$ cat src/rtl/noc_pkg.sv
// noc_pkg: shared router constants, default sizes and allocator state encoding.
package noc_pkg;
   typedef enum logic {IDLE = 1'b0, LOCKED = 1'b1} state_t;
   localparam int NPORT_DEF = 5;
   localparam int DESTW_DEF = 3;
   localparam int DEPTH_DEF = 4;
   localparam int LOCAL = 0;
   localparam int N = 1;
   localparam int E = 2;
   localparam int S = 3;
   localparam int W = 4;
endpackage

$ cat src/rtl/noc_outport_alloc_if.sv
// noc_outport_alloc_if: per-input flit request bundle and the grant/pop vector back.
interface noc_outport_alloc_if #(parameter int NPORT = 5, parameter int DESTW = 3);
   logic [NPORT*DESTW-1:0] dest_i;
   logic [NPORT-1:0]       req_i;
   logic [NPORT-1:0]       head_i;
   logic [NPORT-1:0]       tail_i;
   logic [NPORT-1:0]       gnt_o;
   modport master (output dest_i, req_i, head_i, tail_i, input gnt_o);
   modport slave (input dest_i, req_i, head_i, tail_i, output gnt_o);
endinterface

$ cat src/rtl/rr_arb.sv
// rr_arb: combinational round-robin pick of the first request at or after ptr.
module rr_arb #(
   parameter int N    = 5,
   parameter int IDXW = $clog2(N)
) (
   input  logic [N-1:0]    req,
   input  logic [IDXW-1:0] ptr,
   input  logic            en,
   output logic [N-1:0]    gnt,
   output logic [IDXW-1:0] idx
);
   logic [IDXW-1:0] pos [N];
   for (genvar g = 0; g < N; g++) begin : g_pos
      assign pos[g] = IDXW'((int'(ptr) + g) % N);
   end
   // descending scan so the smallest offset from ptr wins
   always_comb begin
      gnt = '0;
      idx = '0;
      for (int k = N - 1; k >= 0; k--) begin
         if (en && req[pos[k]]) begin
            gnt         = '0;
            gnt[pos[k]] = 1'b1;
            idx         = pos[k];
         end
      end
   end
endmodule

$ cat src/rtl/noc_outport_alloc.sv
// noc_outport_alloc: wormhole output-port allocator with credits and round-robin heads.
// Define OUTPORT_STATS_EN to add the packet and stall counters.
module noc_outport_alloc
   import noc_pkg::*;
#(
   parameter int NPORT  = NPORT_DEF,
   parameter int DESTW  = DESTW_DEF,
   parameter int PORTID = 0,
   parameter int DEPTH  = DEPTH_DEF,
   parameter int IDXW   = $clog2(NPORT),
   parameter int CRDW   = $clog2(DEPTH + 1)
) (
   input  logic                clk,
   input  logic                rst_,
   noc_outport_alloc_if.slave  bus,
   input  logic                cred_ret_i,
   output logic [IDXW-1:0]     owner_o,
   output logic                busy_o,
   output logic [CRDW-1:0]     credit_o,
   output logic                cred_err_o
`ifdef OUTPORT_STATS_EN
   ,
   output logic [15:0]         pkt_cnt_o,
   output logic [15:0]         stall_cnt_o
`endif
);
   state_t            state_q, state_d;
   logic [IDXW-1:0]   owner_q, owner_d, ptr_q, ptr_d, win;
   logic [CRDW-1:0]   credit_q, credit_d;
   logic              err_q, err_d;
   logic [NPORT-1:0]  cand, arb_gnt, gnt;
   logic              crd_ok, fire, last;

   for (genvar g = 0; g < NPORT; g++) begin : g_cand
      assign cand[g] = bus.req_i[g] && bus.dest_i[g*DESTW +: DESTW] == DESTW'(PORTID);
   end

   assign crd_ok = credit_q != '0;

   rr_arb #(.N(NPORT), .IDXW(IDXW)) u_arb (
      .req (cand & bus.head_i),
      .ptr (ptr_q),
      .en  (state_q == IDLE && crd_ok),
      .gnt (arb_gnt),
      .idx (win)
   );

   // body flits carry no valid dest, so the locked owner bypasses the match
   always_comb begin
      gnt = '0;
      if (rst_) begin
         if (state_q == IDLE) gnt = arb_gnt;
         else gnt[owner_q] = bus.req_i[owner_q] & crd_ok;
      end
   end

   assign bus.gnt_o = gnt;
   assign fire      = |gnt;
   assign last      = state_q == IDLE ? bus.tail_i[win] : bus.tail_i[owner_q];

   always_comb begin
      state_d  = state_q;
      owner_d  = owner_q;
      ptr_d    = ptr_q;
      if (fire && state_q == IDLE) begin
         owner_d = win;
         ptr_d   = win == IDXW'(NPORT - 1) ? '0 : win + 1'b1;
      end
      if (fire) state_d = last ? IDLE : LOCKED;
      credit_d = fire && !cred_ret_i ? credit_q - 1'b1
               : !fire && cred_ret_i && credit_q != CRDW'(DEPTH) ? credit_q + 1'b1
               : credit_q;
      err_d    = err_q | (cred_ret_i && !fire && credit_q == CRDW'(DEPTH));
   end

   always_ff @(posedge clk) begin
      if (!rst_) begin
         state_q  <= IDLE;
         owner_q  <= '0;
         ptr_q    <= '0;
         credit_q <= CRDW'(DEPTH);
         err_q    <= 1'b0;
      end else begin
         state_q  <= state_d;
         owner_q  <= owner_d;
         ptr_q    <= ptr_d;
         credit_q <= credit_d;
         err_q    <= err_d;
      end
   end

   assign owner_o    = owner_q;
   assign busy_o     = state_q == LOCKED;
   assign credit_o   = credit_q;
   assign cred_err_o = err_q;

`ifdef OUTPORT_STATS_EN
   logic [15:0] pkt_q, stall_q;
   always_ff @(posedge clk) begin
      if (!rst_) begin
         pkt_q   <= '0;
         stall_q <= '0;
      end else begin
         if (fire && last) pkt_q <= pkt_q + 1'b1;
         if (|cand && !crd_ok && stall_q != '1) stall_q <= stall_q + 1'b1;
      end
   end
   assign pkt_cnt_o   = pkt_q;
   assign stall_cnt_o = stall_q;
`endif
endmodule
$ cat src/flat_wrapper.sv
// flat-port wrapper written by rule: the top's interface ports become plain ports
module noc_outport_alloc_flat import noc_pkg::*;
#(
   parameter int NPORT  = NPORT_DEF,
   parameter int DESTW  = DESTW_DEF,
   parameter int PORTID = 0,
   parameter int DEPTH  = DEPTH_DEF,
   parameter int IDXW   = $clog2(NPORT),
   parameter int CRDW   = $clog2(DEPTH + 1)
)
  (clk, rst_, cred_ret_i, owner_o, busy_o, credit_o, cred_err_o, bus_dest_i, bus_req_i, bus_head_i, bus_tail_i, bus_gnt_o);
  noc_outport_alloc_if #(.NPORT(NPORT), .DESTW(DESTW)) bus_i ();
  input  logic clk;
  input  logic rst_;
  input  logic cred_ret_i;
  output logic [IDXW-1:0] owner_o;
  output logic busy_o;
  output logic [CRDW-1:0] credit_o;
  output logic cred_err_o;
  input wire logic [$bits(bus_i.dest_i)-1:0] bus_dest_i;
  input wire logic [$bits(bus_i.req_i)-1:0] bus_req_i;
  input wire logic [$bits(bus_i.head_i)-1:0] bus_head_i;
  input wire logic [$bits(bus_i.tail_i)-1:0] bus_tail_i;
  output wire logic [$bits(bus_i.gnt_o)-1:0] bus_gnt_o;
  assign bus_i.dest_i = bus_dest_i;
  assign bus_i.req_i = bus_req_i;
  assign bus_i.head_i = bus_head_i;
  assign bus_i.tail_i = bus_tail_i;
  assign bus_gnt_o = bus_i.gnt_o;
  noc_outport_alloc #(.NPORT(NPORT), .DESTW(DESTW), .PORTID(PORTID), .DEPTH(DEPTH), .IDXW(IDXW), .CRDW(CRDW)) u_core (.clk(clk), .rst_(rst_), .bus(bus_i), .cred_ret_i(cred_ret_i), .owner_o(owner_o), .busy_o(busy_o), .credit_o(credit_o), .cred_err_o(cred_err_o));
endmodule
$ cat config.mk
export PLATFORM = sky130hd
export DESIGN_NAME = noc_outport_alloc_flat
export DESIGN_NICKNAME = d
export VERILOG_FILES = /design/src/rtl/noc_pkg.sv /design/src/rtl/noc_outport_alloc_if.sv /design/src/rtl/rr_arb.sv /design/src/rtl/noc_outport_alloc.sv /design/src/flat_wrapper.sv
export SDC_FILE = /design/constraint.sdc
export NUM_CORES = 1
export LEC_CHECK = 0
export CORE_MARGIN = 3
export CORE_UTILIZATION = 30
export DETAILED_ROUTE_END_ITERATION = 10
export DONT_BUFFER_PORTS = 1
export GPL_TIMING_DRIVEN = 1
export PLACE_DENSITY = 0.48
export SKIP_CTS_REPAIR_TIMING = 1
export SLEW_MARGIN = 20
export SYNTH_ARGS = -nofsm -noshare
export SYNTH_HDL_FRONTEND = slang
export SYNTH_HIERARCHICAL = 1
export SYNTH_SLANG_ARGS = --single-unit
$ cat constraint.sdc
create_clock -name clk -period 7.65 [get_ports clk]
set_clock_uncertainty 0.1 [all_clocks]
set_input_delay 0.765 -clock clk [delete_from_list [all_inputs] [get_ports clk]]
set_output_delay 0.765 -clock clk [all_outputs]
set_load 0.03 [all_outputs]
==> results.ini, run 1 <==
[die]
ioPinCount = 46
start_util = 0.3164
num_rows = 34
core_um2 = 8976
die_area_um2 = 10670
die_h_um = 103.3
die_w_um = 103.3

[clock_tree]
clkSinkCount = 11
htreeDepth = 1
path_clk_slew_ns = 0.05
clock_latency_ns = 0.24
clock_path_buffers = 2
cts_tree = built
ctsRootBufferMaster = clkbuf_8
cts_buffers = 3

[power_and_ir_drop]
peakVddDrop_uv = 257.6
leakagePower_nw = 1.129
power_w = 0.001183
power.density_nw_per_um2 = 396.1

[timing]
fin_crit_ns = 6.507
max_slew.worst_pin.slew_ns = 0.8106
drv_slew = 0
clock.fmax_mhz = 153.7
finalSetupTns_ns = 0
hold_viol_final = 0
slew_headroom = 0.4550
setup_viol = 0
fin_crit_sh = 0.8506
rsz0062_at_grt = no

[final_layout]
final_layout_size_suffix_gt1_frac = 0.1081
final_common_cell = nor2_1
antenna_cells = 0
design_area_um2 = 2987
layout.nets = 427
area_growth_pct = 5.154
nFillCells = 969
final_cell_mix = nor2_1 (29), a21oi_1 (26), inv_1 (25), nand2_1 (25), ha_1 (22)

[status]
status = finished clean

[global_routing]
grt_first_pass_wirelength_um = 13320
overflow = 0
grtUsageMet1 = 0.2281
antenna_found_initial = 0
grt_pass1_vias = 2651
grtUsageTotal = 0.1537
use_met2 = 0.2506
met3_usage = 0.01744
busiest_layer = met2
grt_start_max_net_pins = 25

[worst_hold_path]
hold_depth = 2
worstHoldPathType = register to register

[synthesis]
synth_fp_nets = 432
synth_area_um2 = 2840
synth-main-ff-cell = dfxtp_1
syn_area_per_cell_um2 = 7.554
ys_warn_count = 6
yosysSeqAreaShare = 0.07753
ys_ff_latch = 11
synth_cell_types = 83
netlist_instances = 376
postSynth.asyncResetShare = 0
synth_edf_count = 0

[setup_path]
cp.required_ns = 7.72
path_common_cell = ha_1
cp_top_family = compound AO/OA/AOI/OAI gates
critical_path_class = register to register
worst-path-stages = 22
cp_max_fo = 14
path_cells = clkinv_1 > ha_1 > inv_1 > ha_1 > o211ai_1 > and2_1 > ha_1 > nand2b_1 > and3_1 > a2111oi_4 > mux2_4 > a32o_1 > nor3_2 > a311oi_1 > o31ai_1 > nand3b_1 > o31ai_2 > a211oi_2 > a31o_2 > fa_1 > or4b_1 > a31oi_1
slowest_delay_ns = 0.60
crit_buf_inv = 2
worst_path_max_delay_cell = dfxtp_1
r2r_cells = 22
cp-start-kind = register
worstPathArrival_ns = 6.58
cp-end-kind = register

[placement]
numPortBuffers = 0
dpl.hpwl_um = 6573
post_dp_cell_area_um2 = 2942
gp_congestion = 0.8725

[route]
wire_per_inst_um = 16.46
dr.first_iter.drc_count = 174
routed_wl_um = 8165
firstDrtPassIters = 5
via_count = 2915
drc = 0
ant_nets = 0
via_per_inst = 5.877

[job]
maxCapViolations = 0

state kept, by name, indices dropped and copies added (netlist names):
signal             flops
u_core/cred_err_o      1
u_core/credit_o        3
u_core/owner_o         3
u_core/busy_o          1
u_core/ptr_q           3
through the flow:
stage               setup slack, ns    util  hold WS [ns]  std cells
floorplan                     1.485       -        0.4241        376
global placement              1.320  0.3277        0.5778        492
detailed placement            1.151  0.3277        0.5652        492
CTS                           1.104  0.3327        0.5716        496
global route                 0.6525  0.3327        0.5680        496
finish                        1.143  0.3327        0.5734        496
worst paths after layout:
kind | start | endpoint | slack, ns
worst max-delay path | u_core/ptr_q[1]$_SDFFE_PN0P_ | u_core/credit_o[1]$_SDFFE_PN0P_ | 1.14
worst min-delay path | u_core/cred_err_o$_SDFF_PN0_ | u_core/cred_err_o$_SDFF_PN0_ | 0.57
worst min register to register | u_core/cred_err_o$_SDFF_PN0_ | u_core/cred_err_o$_SDFF_PN0_ | 0.57
worst max register to register | u_core/ptr_q[1]$_SDFFE_PN0P_ | u_core/credit_o[1]$_SDFFE_PN0P_ | 1.14
layout make-up:
type,instances,area (µm²),area share
multi-input combinational,321,2421,0.8106
sequential,11,220.2,0.07373
tap,126,157.7,0.05279
inverter,30,112.6,0.03770
clock buffer,4,45.04,0.01508
timing repair buffer,4,30.03,0.01005
report_power, final:
| part | internal [W] | leakage [nW] | total, W | switching, W |
|---|---|---|---|---|
| Combinational | 0.000379 | 1.02 | 0.000997 | 0.000618 |
| Clock | 0.0000367 | 0.0228 | 0.0000596 | 0.0000229 |
| Sequential | 0.0000737 | 0.0902 | 0.000127 | 0.0000529 |
cells in the mapped netlist, types with 4 or more instances:
cell type | instances | share of area
clkbuf_1 | 5 | 0.0066
nor2b_1 | 8 | 0.018
o21ai_0 | 10 | 0.018
a31oi_1 | 10 | 0.022
nor3_1 | 7 | 0.012
nand3_1 | 7 | 0.012
o21ai_1 | 8 | 0.014
ha_1 | 22 | 0.097
a21oi_1 | 26 | 0.046
o41ai_1 | 4 | 0.012
and2_1 | 11 | 0.024
o21a_1 | 5 | 0.013
inv_1 | 25 | 0.033
inv_2 | 4 | 0.0053
or3_1 | 4 | 0.0088
nor4_1 | 5 | 0.011
and3_1 | 8 | 0.018
o31ai_1 | 9 | 0.024
nor2_1 | 29 | 0.038
a211o_1 | 5 | 0.015
and4b_1 | 5 | 0.018
dfxtp_1 | 11 | 0.078
a21boi_0 | 5 | 0.013
a311oi_1 | 5 | 0.015
xnor2_1 | 6 | 0.019
mux2i_1 | 12 | 0.042
nand2b_1 | 9 | 0.020
nand2_1 | 25 | 0.033
worst reg2reg max path, stage by stage, from the launching register on:
cell and delay (ns):
dfxtp_1 0.60, clkinv_1 0.17, ha_1 0.28, inv_1 0.10, ha_1 0.35, o211ai_1 0.25, and2_1 0.19, ha_1 0.27
nand2b_1 0.12, and3_1 0.23, a2111oi_4 0.49, mux2_4 0.34, a32o_1 0.27, nor3_2 0.31, a311oi_1 0.20, o31ai_1 0.27
nand3b_1 0.12, o31ai_2 0.21, a211oi_2 0.15, a31o_2 0.32, fa_1 0.44, or4b_1 0.51, a31oi_1 0.16
cell families after synthesis:
group	count (synthesis)	share of synthesized area
buffers and inverters	44	0.07004
adders and majority gates	23	0.1040
and+or+nand+nor	136	0.2683
AOI/OAI and AO/OA	136	0.3806
xor gates and xnor gates	8	0.02731
DFF	11	0.07753
muxes	18	0.07224
per-layer routing:
layer	up-vias	routed length [µm]
li1	1429	-
met1	1377	4014
met2	107	3717
met3	2	400
met4	0	32
met5	-	0
(Power assumes the default switching activity.)
==> run 2, diff against run 1 <==
Settings changed: CELL_PAD_IN_SITES_DETAIL_PLACEMENT set to 1, CELL_PAD_IN_SITES_GLOBAL_PLACEMENT set to 1, HOLD_SLACK_MARGIN set to 0.06, PLACE_DENSITY 0.48 to 0.6.
==> run 2 against run 1 <==
Net effect:
- cell count unchanged
- maximum frequency down 4.3%
- non-clock buffer count unchanged
- critical path type unchanged
- combinational power is essentially flat
- cell area did not move
- sequential power about the same
- largest power group unchanged
- utilization unchanged
- critical path depth rose by 1
- hold slack got worse by 0.017 ns
==> results.ini, run 2 (same netlist as run 1, synthesis figures left out) <==
[status]
status = finished clean

[route]
via_per_inst = 5.968  ; +1.5%
wire_per_inst_um = 18.86  ; +15%
route.met2.wl_um = 4381  ; +18%
dr.first_iter.drc_count = 144  ; -17%
dr_wl_met3_um = 369  ; -7.8%
ant_nets = 0  ; unchanged
routed_wl_um = 9357  ; +15%
drc = 0  ; unchanged
via_count = 2960  ; +1.5%
drt-met1-wl_um = 4564  ; +14%
routed.top_layer = met4
firstDrtPassIters = 4  ; -1

[clock_tree]
clock_latency_ns = 0.25  ; about the same
cts_buffers = 3  ; unchanged
htreeDepth = 1  ; unchanged
path_clk_slew_ns = 0.06  ; about the same
ctsRootBufferMaster = clkbuf_8
cts_tree = built
clkSinkCount = 11  ; unchanged
clock_path_buffers = 2  ; unchanged

[global_routing]
grt_start_max_net_pins = 25  ; unchanged
antenna_found_initial = 0  ; unchanged
grt_pass1_vias = 2991  ; +13%
grt_first_pass_wirelength_um = 15280  ; +15%
overflow = 0  ; unchanged
grtUsageTotal = 0.1779  ; +0.02425

[power_and_ir_drop]
p_clk_frac = 0.051  ; about the same
p_int_w = 0.0004907  ; +0.29%
combPwrFrac = 0.845  ; +0.002
leakagePower_nw = 1.129  ; unchanged
p_switching_w = 0.0007334  ; +5.7%
power.density_nw_per_um2 = 409.9  ; +3.5%
peakVddDrop_uv = 156.7  ; -39%
power_w = 0.001224  ; +3.5%
sw_frac_of_total = 0.5992  ; +0.01276
seq_power_share = 0.104  ; -0.003

[worst_hold_path]
worstHoldPathType = input pin to register
hold_depth = 1  ; -1

[setup_path]
cp-start-kind = register
critical_path_class = register to register
worstPathArrival_ns = 6.88  ; +0.30 ns
cp-end-kind = register
cp.required_ns = 7.73  ; about the same
cp_max_fo = 14  ; unchanged
r2r_cells = 23  ; +4.5%

[final_layout]
area_growth_pct = 5.154  ; unchanged
nFillCells = 1116  ; +15%
layout.nets = 427  ; unchanged
final_cell_mix = nor2_1 (29), a21oi_1 (26), inv_1 (25), nand2_1 (25), ha_1 (22)
antenna_cells = 0  ; unchanged
final_layout_size_suffix_gt1_frac = 0.1081  ; unchanged
final_common_cell = nor2_1
design_area_um2 = 2987  ; unchanged

[placement]
numPortBuffers = 0  ; unchanged
gp_congestion = 0.8477  ; -2.8%
dpl.hpwl_um = 7552  ; +15%
post_dp_cell_area_um2 = 2942  ; unchanged

[timing]
clock.fmax_mhz = 147.1  ; -4.3%
drv_slew = 0  ; unchanged
max_slew.worst_pin.slew_ns = 0.8534  ; +0.04283 ns
setup_viol = 0  ; unchanged
fin_crit_sh = 0.8884  ; +0.03782
slew_headroom = 0.4262  ; -0.02880
finalSetupTns_ns = 0  ; unchanged
hold_viol_final = 0  ; unchanged
fin_crit_ns = 6.796  ; +0.2893 ns
rsz0062_at_grt = no

[die]
start_util = 0.3164  ; unchanged
num_rows = 34  ; unchanged
die_w_um = 103.3  ; unchanged
core_um2 = 8976  ; unchanged
die_area_um2 = 10670  ; unchanged
ioPinCount = 46  ; unchanged
die_h_um = 103.3  ; unchanged

[job]
maxCapViolations = 0  ; unchanged

## run 2: layout make-up
type	count	area [µm²]	area share
multi-input cells	321	2421	0.8106
flip-flops and latches	11	220.2	0.07373
well taps	126	157.7	0.05279
inverters	30	112.6	0.03770
clock buffers	4	45.04	0.01508
repair buffers	4	30.03	0.01005
## run 2: through the flow
| step | utilization | instances | setup WS [ns] | hold WS (ns) |
|---|---|---|---|---|
| 2_1_floorplan | - | 376 | 1.485 | 0.4241 |
| 3_3_place_gp | 0.3277 | 492 | 1.153 | 0.5812 |
| 3_5_place_dp | 0.3277 | 492 | 0.8963 | 0.5822 |
| 4_1_cts | 0.3327 | 496 | 0.8872 | 0.5440 |
| 5_1_grt | 0.3327 | 496 | 0.3221 | 0.5575 |
| 6_report | 0.3327 | 496 | 0.8535 | 0.5569 |
## run 2: power groups by stage
stage               registers [W]  logic (W)  clock network [W]
floorplan                0.000112   0.000833                  0
global placement         0.000129    0.00100                  0
detailed placement       0.000129    0.00102                  0
CTS                      0.000128    0.00103          0.0000654
global route             0.000132    0.00115          0.0000670
finish                   0.000127    0.00103          0.0000626
## run 2: layer usage
layer,vias to the layer above,global-route usage
met5,-,0
met4,0,0.02490
met3,6,0.02213
met2,68,0.2935
met1,1454,0.2538
li1,1432,-
## run 2: final timing paths
check	slack (ns)	startpoint	to
hold reg to reg	0.58	u_core/cred_err_o$_SDFF_PN0_	u_core/cred_err_o$_SDFF_PN0_
setup / recovery	0.85	u_core/ptr_q[1]$_SDFFE_PN0P_	u_core/credit_o[1]$_SDFFE_PN0P_
setup reg to reg	0.85	u_core/ptr_q[1]$_SDFFE_PN0P_	u_core/credit_o[1]$_SDFFE_PN0P_
hold / removal	0.56	rst_	u_core/credit_o[0]$_SDFFE_PN0P_
## run 2: critical path, stage by stage (launching register included)
cell and delay, ns:
dfxtp_1 0.60, clkinv_1 0.12, buf_4 0.20, ha_1 0.26, inv_1 0.10, ha_1 0.35
o211ai_1 0.29, and2_1 0.20, ha_1 0.28, nand2b_1 0.13, and3_1 0.24, a2111oi_4 0.51
mux2_4 0.34, a32o_1 0.27, nor3_2 0.32, a311oi_1 0.20, o31ai_1 0.28, nand3b_1 0.13
o31ai_2 0.21, a211oi_2 0.14, a31o_2 0.32, fa_1 0.45, or4b_1 0.51, a31oi_1 0.16
